### src/rtl/io_bus_master.sv
`default_nettype none
// ============================================================================
//  Module   : io_bus_master
//  Purpose  : CPU-side initiator for the expansion-card I/O bus. Accepts one
//             read/write request at a time, sequences select/address/strobes
//             and the shared data bus, and returns one response per request.
//  Options  : IO_MASTER_WAIT_EN - adds i_ioWait strobe extension (MAX_WAIT)
//  Revision : 1.0 - initial release
// ============================================================================
module io_bus_master #(
  parameter int SETUP_CYCLES  = 1,
  parameter int STROBE_CYCLES = 2,
  parameter int MAX_WAIT      = 8
) (
`ifdef IO_MASTER_WAIT_EN
  input  logic       i_ioWait,
`endif
  input  logic       i_clk,
  input  logic       i_reset,
  input  logic       i_reqValid,
  output logic       o_reqReady,
  input  logic       i_reqWrite,
  input  logic [7:0] i_reqAddr,
  input  logic [7:0] i_reqData,
  output logic       o_rspValid,
  output logic [7:0] o_rspData,
  output logic       o_rspTimeout,
  output logic       o_ioSelect,
  output logic [7:0] o_ioAddress,
  output logic       o_ioNOE,
  output logic       o_ioNWE,
  output logic [7:0] o_bus,
  output logic       o_busDrive,
  input  logic [7:0] i_bus,
  input  logic       i_busNOE
);

  typedef enum logic [2:0] {
    S_IDLE   = 3'd0,
    S_SETUP  = 3'd1,
    S_STROBE = 3'd2,
    S_HOLD   = 3'd3,
    S_RESP   = 3'd4
  } state_t;

  // Counter reload values: the counter counts down to zero inside a state.
  localparam logic [3:0] C_SETUP_LOAD  = 4'(SETUP_CYCLES - 1);
  localparam logic [3:0] C_STROBE_LOAD = 4'(STROBE_CYCLES - 1);

  state_t     state_q;
  logic [3:0] cnt_q;
  logic       write_q;
  logic [7:0] cap_q;        // captured read data (or 0x00 for writes)
  logic       flag_q;       // captured timeout flag
  logic       waitExtend_d; // extend the strobe by one more cycle
  logic       waitOverrun_d;// card still waiting after the extension budget

`ifdef IO_MASTER_WAIT_EN
  logic [7:0] waitCnt_q;

  assign waitExtend_d  = i_ioWait && (waitCnt_q < 8'(MAX_WAIT));
  assign waitOverrun_d = i_ioWait && !waitExtend_d;

  // Count granted strobe extensions; cleared outside the strobe phase.
  always_ff @(posedge i_clk) begin
    if (i_reset || (state_q != S_STROBE)) begin
      waitCnt_q <= 8'd0;
    end else if ((cnt_q == 4'd0) && waitExtend_d && (waitCnt_q != 8'hFF)) begin
      waitCnt_q <= waitCnt_q + 8'd1;
    end
  end
`else
  assign waitExtend_d  = 1'b0;
  assign waitOverrun_d = 1'b0;
`endif

  // Ready is a pure decode of the registered state.
  assign o_reqReady = (state_q == S_IDLE);

  // Transaction sequencer; every bus/response output is registered here.
  always_ff @(posedge i_clk) begin
    if (i_reset) begin
      state_q      <= S_IDLE;
      cnt_q        <= 4'd0;
      write_q      <= 1'b0;
      cap_q        <= 8'h00;
      flag_q       <= 1'b0;
      o_ioSelect   <= 1'b0;
      o_ioAddress  <= 8'h00;
      o_ioNOE      <= 1'b1;
      o_ioNWE      <= 1'b1;
      o_bus        <= 8'h00;
      o_busDrive   <= 1'b0;
      o_rspValid   <= 1'b0;
      o_rspData    <= 8'h00;
      o_rspTimeout <= 1'b0;
    end else begin
      o_rspValid <= 1'b0;
      case (state_q)
        S_IDLE: begin
          if (i_reqValid) begin
            state_q     <= S_SETUP;
            cnt_q       <= C_SETUP_LOAD;
            write_q     <= i_reqWrite;
            o_ioSelect  <= 1'b1;
            o_ioAddress <= i_reqAddr;
            o_busDrive  <= i_reqWrite;
            o_bus       <= i_reqWrite ? i_reqData : 8'h00;
          end
        end
        S_SETUP: begin
          if (cnt_q == 4'd0) begin
            state_q <= S_STROBE;
            cnt_q   <= C_STROBE_LOAD;
            o_ioNWE <= !write_q;
            o_ioNOE <= write_q;
          end else begin
            cnt_q <= cnt_q - 4'd1;
          end
        end
        S_STROBE: begin
          if (cnt_q != 4'd0) begin
            cnt_q <= cnt_q - 4'd1;
          end else if (!waitExtend_d) begin
            // True last strobe cycle: release strobes and capture the result.
            state_q <= S_HOLD;
            o_ioNOE <= 1'b1;
            o_ioNWE <= 1'b1;
            if (waitOverrun_d) begin
              cap_q  <= write_q ? 8'h00 : 8'hFF;
              flag_q <= 1'b1;
            end else if (write_q) begin
              cap_q  <= 8'h00;
              flag_q <= 1'b0;
            end else if (!i_busNOE) begin
              cap_q  <= i_bus;
              flag_q <= 1'b0;
            end else begin
              cap_q  <= 8'hFF;
              flag_q <= 1'b1;
            end
          end
        end
        S_HOLD: begin
          state_q      <= S_RESP;
          o_ioSelect   <= 1'b0;
          o_ioAddress  <= 8'h00;
          o_busDrive   <= 1'b0;
          o_bus        <= 8'h00;
          o_rspValid   <= 1'b1;
          o_rspData    <= cap_q;
          o_rspTimeout <= flag_q;
        end
        S_RESP: begin
          state_q      <= S_IDLE;
          o_rspData    <= 8'h00;
          o_rspTimeout <= 1'b0;
        end
        default: begin
          state_q <= S_IDLE;
        end
      endcase
    end
  end

endmodule
`default_nettype wire

### config.mk
export PLATFORM = sky130hd
export DESIGN_NAME = io_bus_master
export DESIGN_NICKNAME = d
export VERILOG_FILES = /design/src/rtl/io_bus_master.sv
export SDC_FILE = /design/constraint.sdc
export NUM_CORES = 1
export LEC_CHECK = 0
export BUFFER_PORTS_ARGS = -buffer_cell sky130_fd_sc_hd__buf_2
export CORE_UTILIZATION = 44
export CTS_CLUSTER_SIZE = 20
export DETAILED_ROUTE_END_ITERATION = 8
export GPL_TIMING_DRIVEN = 0
export PLACE_DENSITY = 0.73
export REMOVE_ABC_BUFFERS = 1
export SLEW_MARGIN = 5
export SYNTH_ARGS = -nofsm -noshare
export SYNTH_HDL_FRONTEND = slang
export SYNTH_SLANG_ARGS = --single-unit
### constraint.sdc
create_clock -name i_clk -period 2.11 [get_ports i_clk]
set_clock_uncertainty 0.2 [all_clocks]
set_input_delay 0.211 -clock i_clk [delete_from_list [all_inputs] [get_ports i_clk]]
set_output_delay 0.211 -clock i_clk [all_outputs]
set_load 0.05 [all_outputs]
==> results of run 1 <==
-- where the power goes --
group / leakage [nW] / internal [mW] / switching [mW] / total [mW]
sequential: 0.383 / 1.08 / 0.175 / 1.25
combinational: 0.656 / 0.557 / 0.966 / 1.52
clock: 0.0422 / 0.233 / 0.275 / 0.507
-- final timing paths --
path / start / endpoint / cells after the start
setup / recovery: cnt_q[1] / cap_q[4] / 6
setup reg to reg: cnt_q[1] / cap_q[4] / 6
hold / removal: i_reqAddr[1] / o_ioAddress[1] / 3
hold reg to reg: o_ioSelect / o_ioSelect / 1
-- routing by layer --
layer	global-route usage	routed length (um)
met3	0.0462	209
met2	0.335	2140
met1	0.259	2050
met5	0	0
met4	0.0638	38
-- sequential cells by signal (all words and copies together), names as in the netlist, 3 cells and up --
register     count
cnt_q            4
state_q          3
o_bus            8
cap_q            8
o_rspData        8
o_ioAddress      8
-- cell usage in the layout, fill, tap and decap left out, types with 3 or more instances in the layout --
master          n
or3_1           8
dlygate4sd3_1  15
nor3_1          5
buf_4           4
a22oi_1         8
a22o_1         15
clkbuf_8        5
nor2_1         24
o21ai_0         3
dfxtp_1        45
nand2_1        16
buf_2          59
nor3b_2         3
a21oi_1        12
inv_1           3
-- area by class of cell --
cell class | instances | area [um^2]
Clock inverter | 1 | 5.00
Multi-Input combinational cell | 132 | 871
Tap cell | 50 | 62.6
Timing Repair Buffer | 78 | 475
Inverter | 4 | 15.0
Fill cell | 353 | 1550
Clock buffer | 7 | 76.3
Sequential cell | 47 | 943
-- worst max-delay path: stages (launching register included) --
cell and delay, ns:
dfxtp_1 0.31, inv_1 0.12, ha_4 0.15, or3b_4 0.40
or2_4 0.29, or3_1 0.37, a21oi_2 0.14
-- cell families after synthesis --
family	after synthesis
buffers and inverters	18
flip-flops	47
multiplexers	2
adder cells (fa/ha/maj)	2
AND/OR/NAND/NOR	70
AO/OA/AOI/OAI	54
XOR/XNOR	1
-- repair_timing --
item | 4_1_cts | 5_1_grt
hold endpoints to repair | 15 | 0
pin swaps | 1 | 1
gates cloned | 1 | 2
hold buffers | 15 | 0
gates resized for setup | 4 | 11
endpoints found under the setup margin | 9 | 19
setup buffers | 4 | 0
-- metrics by stage --
stage / area, um^2 / std cells / setup slack (ns)
CTS: 2400 / 317 / 0.00749
global route: 2450 / 319 / -0.00485
floorplan: 1770 / 180 / -0.582
finish: 2450 / 319 / 0.0799
global placement: 2120 / 289 / -0.164
detailed placement: 2120 / 289 / -0.220
==> impl_metrics.toml, run 1 <==
[routing]
via_per_inst = 5.32
wl_per_cell_um = 13.9
drcViolationCount = 0
totalWireLength_mm = 4.43
drt_first_iter_violations = 89
route.vias.total = 1696
first_pass_iters = 4
drtAntennaViolNets = 0

[sta]
worst_slew_margin_rel = 0.551
timing.final.crit_period_ns = 2.03
setup-violations-final = 0
hold_viol_final = 0
slew_violations = 0
worst-slew-pin-transition_ns = 0.673
rsz0062_at_grt = "yes"
max_freq_mhz = 493
final.hold.worst_slack_ns = 0.00840
setup_tns_ns = 0
fin_crit_sh = 0.962

[synthesis]
syn-cell-area_um2 = 1830
largest_family_of_logic_cells_by_synthesized_area = "compound AO/OA/AOI/OAI gates"
synth.area.mux_share = 0.0109
number_of_flops_mapped_to_enable_cells_by_yosys = 0
post_synth_main_area_contributors = "dfxtp_1 51%, a22o_1 7.2%, nor2_1 4.9%, a21oi_1 3.8%, a22oi_1 3.3%"
compound_gate_portion_of_the_synthesized_area = 0.216
yosysTopAreaCellShare = 0.514
synth_top_area_cell = "dfxtp_1"
synth_commonest_cells = "47 x dfxtp_1, 24 x nor2_1, 16 x nand2_1, 15 x a22o_1, 14 x a21oi_1"
yosys_register_bits = 47
syn_avg_cell_area_um2 = 9.44
post-synth-top-count-cell = "dfxtp_1"
seq_area_frac_synth = 0.514
post_synth_fa_ha_maj_area_fraction = 0.0137
syn_inst_count = 194
post_synth_num_cell_types = 40
synth_warnings = 0
asyncSetResetFlopFracSynth = 0
synth-xor-area-share = 0.00478
synthSimpleGateAreaFrac = 0.197
synth_ff_type = "dfxtp_1"

[cts]
ctsHtreeMaxLevel = 2
clk-insertion-delay-late_ns = 0.29
cts.sink_count = 47
clock_tree.buffer_depth = 2
clkSlewWorstSetupHoldPaths_ns = 0.08
clock-root-buffer = "clkbuf_8"
cts_tree = "done"
cts-buffers-inserted = 5

[worst_setup_path]
maximum_fanout_encountered_on_the_critical_timing_path = 5
startpoint_type = "flop"
timing.setup.critical_path_class = "flop to flop"
element_type_at_the_critical_path_end = "flop"
cp_data_required_time_ns = 2.13
arrival_ns = 2.05
reg2reg_slack_ns = 0.08

[global_route]
number_of_global_route_vias_before_repair = 1548
grt_antenna_before_repair = 0
grt_pass1_wl_mm = 6.86
groute.usage.overall = 0.203
pin_count_of_the_biggest_net_entering_global_routing = 35
grt_total_ovfl = 0

[placement]
port_buffers = 59
place_congestion = 0.855
place_hpwl_mm = 2.67

[floorplan]
design.portCount = 60
die_h_um = 66.5
die-width_um = 66.5
rows = 23
start_util = 0.458
die_area_um2 = 4420
core_area_um2 = 4000

[final_layout]
antenna_cells_inserted = 0
finish.utilization = 0.612
drive_gt1_frac = 0.323
final_net_count = 299
syn_to_final_growth_pct = 33.8

[run]
max-cap-violations = 0

[worst_hold_path]
worstHoldPathType = "input port to flop"

[run_status]
outcome = "finished clean"

[pwr]
p_total_mw = 3.29
ir_drop_mv = 0.918
p_per_area_nw_per_um2 = 1340
static-leakage-power_nw = 1.08
No activity file was read; power rests on OpenSTA's default activity.
==> run 2: changes to the inputs <==
==> constraint.sdc (replaced) <==
create_clock -name i_clk -period 2.11 [get_ports i_clk]
set_clock_uncertainty 0.2 [all_clocks]
set_input_delay 0.1055 -clock i_clk [delete_from_list [all_inputs] [get_ports i_clk]]
set_output_delay 0.1055 -clock i_clk [all_outputs]
set_load 0.05 [all_outputs]
==> run 2 against run 1 <==
Effect of this change: setup slack lost 0.0056 ns; maximum frequency fell by 0.28%; total power rose by 0.65%; critical path type unchanged; highest routed layer unchanged.
==> impl_metrics.toml, run 2 (synthesized netlist as in run 1, its figures left out) <==
[final_layout]
final_net_count = 309
mostFrequentLayoutCell = "buf_2"
syn_to_final_growth_pct = 39.6
layout.cells.most_common_list = "59 x buf_2, 45 x dfxtp_1, 25 x dlygate4sd3_1"
final_design_area_no_fill_um2 = 2550
antenna_cells_inserted = 0
fillers = 343
final_cells = 329
drive_gt1_frac = 0.312

[pwr]
power.sequential.fraction = 0.379
p_total_mw = 3.31
p_int_mw = 1.89
power_switching_mw = 1.42
static-leakage-power_nw = 1.12
p_per_area_nw_per_um2 = 1290
power.share.switching = 0.430
ir_drop_mv = 0.928
pwr-share-clk = 0.154
share_comb_of_total_power = 0.467

[sta]
timing.final.crit_period_ns = 2.04
rsz0062_at_grt = "yes"
worst-slew-pin-transition_ns = 0.676
max_freq_mhz = 491
setup-violations-final = 0
slew_violations = 0
hold_viol_final = 0
worst_slew_margin_rel = 0.549
fin_crit_sh = 0.965
setup_tns_ns = 0

[placement]
post-place-cells = 289
post_dp_cell_area_um2 = 2120
place_congestion = 0.855
port_buffers = 59
place_hpwl_mm = 2.67

[global_route]
grt_antenna_before_repair = 0
pin_count_of_the_biggest_net_entering_global_routing = 35
grt_pass1_wl_mm = 7.04
number_of_global_route_vias_before_repair = 1594
groute.usage.overall = 0.210
grt_total_ovfl = 0

[floorplan]
start_util = 0.458
rows = 23
core_area_um2 = 4000
design.portCount = 60
die_h_um = 66.5
die-width_um = 66.5
die_area_um2 = 4420

[cts]
clk-insertion-delay-late_ns = 0.29
cts.sink_count = 47
clkSlewWorstSetupHoldPaths_ns = 0.08
clock-root-buffer = "clkbuf_8"
ctsHtreeMaxLevel = 2
cts-buffers-inserted = 5
cts_tree = "done"
clock_tree.buffer_depth = 2

[routing]
topRoutingLayerUsed = "met4"
wl_per_cell_um = 13.8
route.vias.total = 1739
drt_first_iter_violations = 83
met3_length_um = 200
drcViolationCount = 0
totalWireLength_mm = 4.55
first_pass_iters = 5
route.met2.wl_mm = 2.23
m1WireLength_mm = 2.08
via_per_inst = 5.29
drtAntennaViolNets = 0

[worst_setup_path]
timing.reg2reg.worst_path_depth = 4
timing.setup.critical_path_class = "flop to flop"
timing.rr.end = "o_ioAddress[2]"
setup_crit_end = "o_ioAddress[2]"
arrival_ns = 2.02
reg2reg_launch_point = "state_q[0]"
cp_data_required_time_ns = 2.09
element_type_at_the_critical_path_end = "flop"
first_element_of_the_critical_path = "state_q[0]"
maximum_fanout_encountered_on_the_critical_timing_path = 12
startpoint_type = "flop"
reg2reg_slack_ns = 0.07

[worst_hold_path]
worstHoldPathType = "input port to flop"

[run]
max-cap-violations = 0

[run_status]
outcome = "finished clean"
==> run 2: power by group through the flow <==
stage	sequential, mW	clock, mW	combinational [mW]
floorplan	1.54	0	0.714
global route	1.29	0.565	1.68
CTS	1.24	0.520	1.44
global placement	1.25	0	1.29
finish	1.25	0.508	1.54
detailed placement	1.25	0	1.32
==> run 2: worst min-delay path by stage <==
stage,start,to,slack (ns),depth (start not counted)
after CTS,i_bus[2],cap_q[2],0.003,4
after floorplan,i_reset,cap_q[0],-0.03,1
after detailed placement,i_reqAddr[5],o_ioAddress[5],0.12,2
after global placement,i_reqAddr[5],o_ioAddress[5],0.12,2
final,i_bus[2],cap_q[2],0.02,4
after global routing,i_bus[2],cap_q[2],0.03,4
==> run 2: layout make-up <==
type | count | area (um^2) | share of cell area
Sequential cell | 47 | 943 | 0.369
Multi-Input combinational cell | 132 | 877 | 0.343
Timing Repair Buffer | 88 | 576 | 0.225
Clock buffer | 7 | 76.3 | 0.0299
Tap cell | 50 | 62.6 | 0.0245
Inverter | 4 | 15.0 | 0.00588
Clock inverter | 1 | 5.00 | 0.00196
==> run 2: what timing repair did <==
| action | in CTS | in global routing |
|---|---|---|
| cloned | 1 | 2 |
| buffers inserted | 4 | 0 |
| pin swaps | 1 | 2 |
| resized for setup | 4 | 12 |
| hold endpoints to repair | 25 | 0 |
| hold buffers | 25 | 0 |
| endpoints found under the setup margin | 9 | 20 |
==> run 2: per-stage QoR <==
| step | worst slack (ns) | hold slack, ns | utilization |
|---|---|---|---|
| detailed placement | -0.220 | 0.117 | 0.531 |
| global route | -0.0226 | 0.0252 | 0.639 |
| CTS | 0.00749 | 0.00334 | 0.624 |
| floorplan | -0.582 | -0.0254 | - |
| finish | 0.0743 | 0.0156 | 0.639 |
| global placement | -0.164 | 0.118 | 0.531 |
==> run 2: worst max-delay path, stage by stage, from the launching register on <==
cell     delay (ns)
dfxtp_1        0.42
or3b_1         0.47
a21o_1         0.31
and2_1         0.28
a22o_1         0.26
==> run 2: metal layers <==
metal | global-route usage | vias up
met5 | 0 | -
met4 | 0.0638 | 0
met3 | 0.0445 | 6
met2 | 0.352 | 56
met1 | 0.267 | 813
li1 | - | 864
==> run 3: changes to the inputs <==
CELL_PAD_IN_SITES_DETAIL_PLACEMENT = 0   (was default)
CELL_PAD_IN_SITES_GLOBAL_PLACEMENT = 1   (was default)
CORE_UTILIZATION = 33   (was 44)
PLACE_DENSITY = default   (was 0.73)
PLACE_DENSITY_LB_ADDON = 0.1   (was default)
==> run 3 against run 2 <==
Effect of this change: sequential power barely moved; utilization fell by 15 points; sequential share of layout area fell by 0.11 points; maximum frequency fell by 0.38%; via count fell by 3.9%; non-clock buffer count rose by 2; first-iteration DRC count fell by 18%; combinational power barely moved; clock-buffer cell count fell by 1; critical path depth did not move; critical path type unchanged.
==> impl_metrics.toml, run 3 (synthesized netlist as in run 1, its figures left out) <==
[final_layout]
finish.utilization = 0.489
final_design_area_no_fill_um2 = 2560
drive_gt1_frac = 0.301
final_cells = 349
layout.cells.most_common_list = "59 x buf_2, 45 x dfxtp_1, 26 x dlygate4sd3_1"
mostFrequentLayoutCell = "buf_2"
syn_to_final_growth_pct = 40.0
final_net_count = 309
antenna_cells_inserted = 0

[placement]
post-place-cells = 309
place_hpwl_mm = 2.76
port_buffers = 59
place_congestion = 0.701
post_dp_cell_area_um2 = 2150

[floorplan]
core_area_um2 = 5240
start_util = 0.349
die_h_um = 76.5
rows = 26
die-width_um = 76.5
die_area_um2 = 5850
design.portCount = 60

[routing]
drt_first_iter_violations = 68
route.vias.total = 1671
via_per_inst = 4.79
drtAntennaViolNets = 0
drcViolationCount = 0
wl_per_cell_um = 12.9
first_pass_iters = 4
totalWireLength_mm = 4.51

[sta]
slew_violations = 0
setup-violations-final = 0
worst_slew_margin_rel = 0.518
timing.final.crit_period_ns = 2.04
max_freq_mhz = 489
hold_viol_final = 0
rsz0062_at_grt = "yes"
worst-slew-pin-transition_ns = 0.718
final.hold.worst_slack_ns = 0.117
fin_crit_sh = 0.968

[cts]
cts-buffers-inserted = 5
clock-root-buffer = "clkbuf_8"
clk-insertion-delay-late_ns = 0.30
ctsHtreeMaxLevel = 2
cts_tree = "done"
clock_tree.buffer_depth = 2
clkSlewWorstSetupHoldPaths_ns = 0.09
cts.sink_count = 47

[run_status]
outcome = "finished clean"

[worst_setup_path]
maximum_fanout_encountered_on_the_critical_timing_path = 12
cp_data_required_time_ns = 2.10
startpoint_type = "flop"
element_type_at_the_critical_path_end = "flop"
timing.setup.critical_path_class = "flop to flop"
arrival_ns = 2.03

[pwr]
p_total_mw = 3.33
p_per_area_nw_per_um2 = 1300
ir_drop_mv = 0.556
p_int_mw = 1.91
share_comb_of_total_power = 0.453
power.share.switching = 0.427
power.sequential.fraction = 0.374
pwr-share-clk = 0.173
power_switching_mw = 1.42
static-leakage-power_nw = 1.12

[global_route]
grt_antenna_before_repair = 0
grt_total_ovfl = 0
number_of_global_route_vias_before_repair = 1601
grt_pass1_wl_mm = 7.54
groute.usage.overall = 0.162
pin_count_of_the_biggest_net_entering_global_routing = 35

[worst_hold_path]
worstHoldPathType = "input port to flop"

[run]
max-cap-violations = 0
## run 3: stage by stage
| step | setup TNS, ns | setup WS, ns |
|---|---|---|
| finish | 0 | 0.0666 |
| global route | -0.0827 | -0.0353 |
| CTS | 0 | 0.0137 |
| detailed placement | -1.84 | -0.245 |
| global placement | -1.89 | -0.256 |
| floorplan | -5.18 | -0.582 |
## run 3: layout make-up
class | instances | area (um^2)
clock inverter | 2 | 16.3
clock buffer | 6 | 82.6
tap | 70 | 87.6
timing repair buffer | 90 | 593
sequential | 47 | 943
fill | 508 | 2680
inverter | 4 | 15.0
multi-input combinational | 130 | 825
## run 3: path summary, 6_finish.rpt
path / start / to / slack [ns] / depth (start not counted)
max reg2reg: state_q[0] / o_ioAddress[5] / 0.07 / 4
max: state_q[0] / o_ioAddress[5] / 0.07 / 4
min: i_reset / o_bus[0] / 0.12 / 2
min reg2reg: o_ioSelect / o_ioSelect / 0.26 / 1
## run 3: critical path, stage by stage (launching register included)
cell and delay, ns:
dfxtp_1 0.42, or3b_1 0.45, a21o_1 0.32, and2_1 0.29
a22o_1 0.26
## run 3: what timing repair did
action | in CTS | in global routing
setup buffers | 3 | 2
pin swaps | 1 | 0
hold buffers | 26 | 0
resized for setup | 5 | 4
endpoints found under the setup margin | 9 | 17
hold endpoints to repair | 26 | 0
gates cloned | 1 | 0
## run 3: routing by layer
layer / wire length (um) / GRT usage / up-vias
li1: - / - / 866
met3: 220 / 0.0491 / 4
met1: 2110 / 0.193 / 760
met5: 0 / 0 / -
met4: 25 / 0.0404 / 0
met2: 2150 / 0.282 / 41
## run 3: power by group through the flow
stage / Sequential, mW / Combinational, mW / Clock [mW]
2_1_floorplan: 1.54 / 0.714 / 0
3_3_place_gp: 1.26 / 1.34 / 0
3_5_place_dp: 1.26 / 1.33 / 0
4_1_cts: 1.24 / 1.45 / 0.601
5_1_grt: 1.27 / 1.63 / 0.633
6_report: 1.25 / 1.51 / 0.577
